### src/rtl/call_return_ctrl.sv
// Call/return controller in front of the return-address stack.
// Turns decode call/ret events into stack push/pop and feeds fetch.
module call_return_ctrl #(
  parameter int WL = 32,
  parameter int N  = 32,
  localparam int DW = $clog2(N) + 1
) (
  input  logic          CLK,
  input  logic          RESET,
  input  logic          call,
  input  logic          ret,
  input  logic [WL-1:0] pc_plus4,
  input  logic          full,
  input  logic          empty,
  input  logic          error,
  input  logic [WL-1:0] data,
  output logic          push,
  output logic          pop,
  output logic [WL-1:0] dio,
  output logic [WL-1:0] ret_addr,
  output logic          ret_valid,
  output logic          stall,
  output logic [DW-1:0] depth,
  output logic          overflow,
  output logic          underflow
);

  localparam logic [1:0] S_IDLE     = 2'd0;
  localparam logic [1:0] S_POP_WAIT = 2'd1;
  localparam logic [1:0] S_REPL     = 2'd2;

  logic [1:0]    r_state;
  logic          r_push;
  logic          r_pop;
  logic [WL-1:0] r_dio;
  logic [WL-1:0] r_ret_addr;
  logic          r_ret_valid;
  logic          r_stall;
  logic [DW-1:0] r_depth;
  logic          r_overflow;
  logic          r_underflow;
  logic [WL-1:0] r_link;
  logic          r_have_cmd;
  logic          r_last_pop;

  logic [DW-1:0] w_depth_inc;
  logic [DW-1:0] w_depth_dec;
  logic          w_last_pop;
  logic          w_err_valid;

  assign w_depth_inc = (r_depth == DW'(N)) ? r_depth : r_depth + 1'b1;
  assign w_depth_dec = (r_depth == '0) ? r_depth : r_depth - 1'b1;

  // The command the stack just saw is the one on the outputs this cycle
  assign w_last_pop  = r_pop ? 1'b1 : (r_push ? 1'b0 : r_last_pop);
  assign w_err_valid = error && (r_have_cmd || r_push || r_pop);

  always_ff @(posedge CLK or posedge RESET) begin
    if (RESET) begin
      r_state     <= S_IDLE;
      r_push      <= 1'b0;
      r_pop       <= 1'b0;
      r_dio       <= '0;
      r_ret_addr  <= '0;
      r_ret_valid <= 1'b0;
      r_stall     <= 1'b0;
      r_depth     <= '0;
      r_overflow  <= 1'b0;
      r_underflow <= 1'b0;
      r_link      <= '0;
      r_have_cmd  <= 1'b0;
      r_last_pop  <= 1'b0;
    end else begin
      r_push      <= 1'b0;
      r_pop       <= 1'b0;
      r_ret_valid <= 1'b0;

      if (r_push || r_pop) begin
        r_have_cmd <= 1'b1;
        r_last_pop <= r_pop;
      end

      if (w_err_valid) begin
        if (w_last_pop) r_underflow <= 1'b1;
        else            r_overflow  <= 1'b1;
      end

      case (r_state)
        S_IDLE: begin
          if (call && ret && !empty) begin
            // Tail call: pop now, push the new link once the pop is done
            r_pop   <= 1'b1;
            r_stall <= 1'b1;
            r_link  <= pc_plus4;
            r_state <= S_REPL;
          end else if (call) begin
            if (!full) begin
              r_push  <= 1'b1;
              r_dio   <= pc_plus4;
              r_depth <= w_depth_inc;
            end else begin
              r_overflow <= 1'b1;
            end
            if (ret) r_underflow <= 1'b1;
          end else if (ret) begin
            if (!empty) begin
              r_pop   <= 1'b1;
              r_stall <= 1'b1;
              r_depth <= w_depth_dec;
              r_state <= S_POP_WAIT;
            end else begin
              r_underflow <= 1'b1;
              r_ret_valid <= 1'b1;
              r_ret_addr  <= '0;
            end
          end
        end
        S_POP_WAIT: begin
          r_ret_addr  <= data;
          r_ret_valid <= 1'b1;
          r_stall     <= 1'b0;
          r_state     <= S_IDLE;
        end
        S_REPL: begin
          r_ret_addr  <= data;
          r_ret_valid <= 1'b1;
          r_push      <= 1'b1;
          r_dio       <= r_link;
          r_stall     <= 1'b0;
          r_state     <= S_IDLE;
        end
        default: begin
          r_stall <= 1'b0;
          r_state <= S_IDLE;
        end
      endcase
    end
  end

  assign push      = r_push;
  assign pop       = r_pop;
  assign dio       = r_dio;
  assign ret_addr  = r_ret_addr;
  assign ret_valid = r_ret_valid;
  assign stall     = r_stall;
  assign depth     = r_depth;
  assign overflow  = r_overflow;
  assign underflow = r_underflow;

endmodule
### config.mk
export PLATFORM = sky130hd
export DESIGN_NAME = call_return_ctrl
export DESIGN_NICKNAME = d
export VERILOG_FILES = /design/src/rtl/call_return_ctrl.sv
export SDC_FILE = /design/constraint.sdc
export NUM_CORES = 1
export LEC_CHECK = 0
export BUFFER_PORTS_ARGS = -buffer_cell sky130_fd_sc_hd__buf_2
export CORE_AREA = 2 2 79 119
export DETAILED_ROUTE_END_ITERATION = 8
export DIE_AREA = 0 0 81 121
export PLACE_DENSITY = 0.83
export SETUP_SLACK_MARGIN = 0.4
export SYNTH_ARGS = -nofsm -noshare
export SYNTH_HDL_FRONTEND = slang
export SYNTH_SLANG_ARGS = --single-unit
export TNS_END_PERCENT = 10
### constraint.sdc
create_clock -name CLK -period 7.5 [get_ports CLK]
set_input_delay 0.75 -clock CLK [delete_from_list [all_inputs] [get_ports CLK]]
set_output_delay 0.75 -clock CLK [all_outputs]
set_load 0.02 [all_outputs]
# Yosys cells after proc, flatten, opt, wreduce, memory -nomap -nowiden
# Cells that the tools add are included.
# word_totals
regBits,112
in_bits,71
out_inout_bits,76
wordCells,105
# classes
n_addsub,2
eq_ne,16
mux,55
bitwise,1
reduce_logical,18
# ops
op,count
$mux W32,7
$pmux W32 S2,2
$mux W6,6
$mux W1,33
$ne A2 B2 Y1 const B,10
$mux W2,5
$ne A3 B3 Y1 const B,3
$reduce_and A7 Y1,1
$add A6 B1 Y6 const B,1
$eq A6 B6 Y1 const B,1
$logic_not A6 Y1,1
$reduce_bool A2 Y1,3
$sub A6 B1 Y6 const B,1
$reduce_and A5 Y1,1
$pmux W1 S2,2
$reduce_and A4 Y1,1
$logic_and A1 B1 Y1,3
$logic_or A1 B1 Y1,3
$reduce_and A3 Y1,1
$eq A2 B1 Y1 const B,1
$eq A2 B2 Y1 const B,1
$logic_not A2 Y1,1
$reduce_and A2 Y1,1
$reduce_or A2 Y1,1
other kinds (2),2

# Longest topological paths before layout
# logic_depth
depth_word,9
depth_mapped,9
ltp_nobuf,7

# Worst setup path after synthesis
# OpenSTA, ideal clock, no wires.
# synth_path
path_kind,input to register
from,input port call
to,"register r_depth[5], in the netlist depth[5]"
setup_time_ns,0.133
arrival_time_ns,1.941
required_time_ns,7.367
setup_slack_ns,5.425
path_stages,8
path_buffers,1
cell_sequence,buf_4 > inv_2 > ha_1 > a211oi_1 > o21ai_0 > o41ai_1 > nor3_2 > xor2_1
# synth_between
elab_chain_cells,4
word_cells_on_any_way,10
classes_between,eq/ne: 4; mux: 1; bitwise: 1; reduce/logical: 4
# synth_rtl
item,line_no,text
start: declaration,10,"input logic call,"
$logic_and A1 B1 Y1 (2 in a row),90,if (call && ret && !empty) begin
$not A1 Y1 (no line),n/a,
$reduce_and A7 Y1 (no line),n/a,
end signal: assignment,100,r_depth <= w_depth_inc;
end signal: assignment,109,r_depth <= w_depth_dec;
end: declaration,39,logic [DW-1:0] r_depth;
# Parallel ways exist; a longest one is shown, timed or not.
# A chain may end at the register's enable or synchronous reset.

# Worst setup path in the final report
# layout_path
from,register r_state[0]
to,"register r_dio[28], in the netlist dio[28]"
# layout_between
elab_chain_cells,3
word_cells_on_any_way,8
classes_between,eq/ne: 4; mux: 1; reduce/logical: 3
# layout_rtl
item,line_no,text
start: declaration,32,logic [1:0] r_state;
start signal: assignment,60,r_state <= S_IDLE;
start signal: assignment,95,r_state <= S_REPL;
start signal: assignment,110,r_state <= S_POP_WAIT;
$eq A2 B2 Y1 or $logic_not A2 Y1 (tied branches),88,case (r_state)
$reduce_bool A2 Y1 (no line) or $ne A2 B2 Y1 (tied branches),n/a,
$reduce_and A4 Y1 (no line),n/a,
end signal: assignment,99,r_dio <= pc_plus4;
end signal: assignment,128,r_dio <= r_link;
end: declaration,35,logic [WL-1:0] r_dio;
# Parallel ways exist; a longest one is shown, timed or not.

==> results.tsv <==
stage	metric	value	unit
floorplan	core area	8720	um^2
finish	storage element area	2800	um^2
clocking	CTS Root Cell	clkbuf_16	
synth	synthesized instance count	374	
drt	1st-pass router iterations	4	
run_status	status	complete, no violations	
clocking	CTS Buf Count	9	
floorplan	Die Span X	81	um
drt	initial DRC count	163	
synth	Yosys warning total	0	
setup_path	crit-path max FO	64	
setup_path	Required @ worst endpoint	7.76	ns
clocking	# hold bufs at CTS	0	
drt	WL per Instance	16.2	um
grt	initial antenna violation count	0	
setup_path	CP Class	register to register	
placement	DP HPWL	7.18	mm
clocking	CTS tree	done	
synth	Avg Inst Size Synth	12.6	um^2
sta	hold slack	0.449	ns
sta	minimum clock period	2.71	ns
sta	final slew viol count	0	
pwr	maximum VDD drop	0.000229	V
placement	RD Place Congestion	0.817	
pwr	pwr/cell area	424	nW/um^2
sta	Rel. slew slack	28.6	%
setup_path	reg2reg path depth	5	
min_path	Tightest Hold Check Type	primary input to asynchronous set/reset pin	
synth	Synth area leader	dfrtp_1	
sta	setup violators final	0	
grt	total grt overflow	0	
drt	DRT Wirelength	10.2	mm
finish	layout cells sized above 1	40.5	%
finish	Final Util	66.6	%
drt	DRC viols	0	
floorplan	Die H	121	um
grt	gr usage total	21.9	%
floorplan	initial cell density of the core	54.0	%
placement	I/O Buffers	146	
synth	sequential area share after synthesis	59.5	%
sta	Fmax achieved	369	MHz
run	max cap viols	0	
synth	FF+latch count, synth	112	
drt	ANT nets after route	0	
sta	Worst Tran Pin Value	1.07	ns
sta	Final Hold Viols	0	
drt	Vias	3402	
grt	first-pass GRT wire length	16.6	mm
finish	Diodes inserted	0	
clocking	postcts setup bufs	0	
synth	Post-Syn Area	4710	um^2
floorplan	row count	42	
clocking	Num Clock Sinks	112	
synth	Synth cell types	38	
synth	synth top area cells	dfrtp_1, mux2_2, mux2i_1	
finish	Multi-input gate area	1770	um^2
clocking	CTS max path bufs	2	
clocking	clk_lat worst skew	0.34	ns
sta	Layout Skew	0.00732	ns
floorplan	I/O pin total	147	
drt	Vias/cell	5.42	
setup_path	CP Capture Type	register	
grt	largest net degree at the start of global routing	70	
sta	final worst path period share	36.2	%
setup_path	Worst setup SP type	register	
finish	synthesis-to-finish area growth	23.4	%
synth	synthesized net count	453	
clocking	# H-tree levels	3	
clocking	# resized after CTS	0	
sta	TNS Setup	0	ns
finish	nets@finish	592	
clocking	clk slew on worst S/H paths	0.07	ns
synth	top-area cell type share of the netlist area	59.5	%
finish	fillers	692	
setup_path	CP arrival	2.97	ns
grt	number of global-route vias before repair	3544	
pwr	leakage	2.78	nW
floorplan	Die Area	9800	um^2
sta	unrepaired setup endpoints after global routing	no	
## cell type report
type / count / area share [%]
clock buffers: 11 / 4.18
clock inverters: 5 / 1.06
inverters: 10 / 0.689
multi-input cells: 231 / 30.5
flip-flops and latches: 112 / 48.3
well taps: 110 / 2.37
repair buffers: 149 / 13.0
## path summary, 6_finish.rpt
kind                       startpoint            to  slack, ns
max reg2reg                r_state[0]       dio[28]       4.79
min reg2reg                r_have_cmd    r_have_cmd       0.49
max                        r_state[0]       dio[28]       4.79
min in group CLK           r_have_cmd    r_have_cmd       0.49
max in group asynchronous       RESET      depth[0]       5.81
min                             RESET  ret_addr[11]       0.45
## synth_stat cells (all sizes together)
cell / n
o21ai: 7
inv: 10
a31oi: 1
xnor2: 2
a22o: 32
dfrtp: 112
clkbuf: 1
a211oi: 1
o41ai: 1
a21oi: 40
nor3: 3
o22ai: 1
a2111oi: 1
a21o: 4
nor2: 40
nand2: 11
mux2i: 32
nand2b: 2
mux2: 32
a21boi: 1
nor2b: 1
nand3: 4
or3: 1
ha: 7
buf: 20
or2: 1
xor2: 3
nor3b: 1
fa: 1
nor4: 1
## through the flow
step	power [W]	area (um^2)	cells	worst slack, ns
6_report	0.00246	5810	628	4.79
3_3_place_gp	0.00194	5500	612	4.87
3_5_place_dp	0.00199	5500	612	4.78
2_1_floorplan	0.00165	4710	374	3.79
4_1_cts	0.00248	5810	628	4.77
5_1_grt	0.00261	5810	628	4.53
## worst max-delay path: stages (launching register included)
cell	delay [ns]
dfrtp_1	0.40
inv_1	0.09
ha_2	0.90
a21o_2	0.95
nor2_1	0.09
a21oi_1	0.17
## logic make-up after synthesis
| logic type | count (synthesis) | share of synthesized area [%] |
|---|---|---|
| buffers and inverters | 31 | 3.19 |
| multiplexers | 64 | 14.5 |
| AO/OA/AOI/OAI | 89 | 13.2 |
| adder cells (fa/ha/maj) | 8 | 2.29 |
| XOR/XNOR | 5 | 0.931 |
| AND/OR/NAND/NOR | 65 | 6.41 |
| flip-flops | 112 | 59.5 |
## flip-flops by register name, summed over array words and instances (netlist names)
name	flops
r_last_pop	1
push	1
ret_addr	32
r_have_cmd	1
dio	32
r_link	32
ret_valid	1
r_state	2
overflow	1
underflow	1
depth	6
stall	1
pop	1
## layer usage
metal  GRT usage (%)  routed length [um]  vias up
li1                -                   -     1608
met1            26.7                4150     1683
met2            37.1                5390       92
met3            4.24                 414       19
met4            9.64                 227        0
met5               0                   0        -
## cell usage in the layout, fill, tap and decap left out, types with 2 or more instances in the layout
cell / synthesis / routed
buf_2: 15 / 146
dfrtp_1: 112 / 112
nor2_1: 40 / 40
a21oi_1: 39 / 38
mux2i_1: 32 / 32
a22o_1: 32 / 32
mux2_2: 31 / 31
nand2_1: 11 / 11
clkbuf_16: 0 / 9
inv_1: 8 / 7
ha_1: 7 / 6
o21ai_1: 4 / 4
nand3_1: 4 / 3
a21o_1: 4 / 3
o21ai_0: 3 / 3
xor2_1: 3 / 3
buf_4: 4 / 3
inv_2: 2 / 2
nand2b_1: 2 / 2
xnor2_1: 2 / 2
inv_6: 0 / 2
## power by group
group	switching [W]	internal, W
clock network	0.000216	0.000271
logic	0.000567	0.000386
registers	0.000160	0.000861
(Power assumes the default switching activity.)
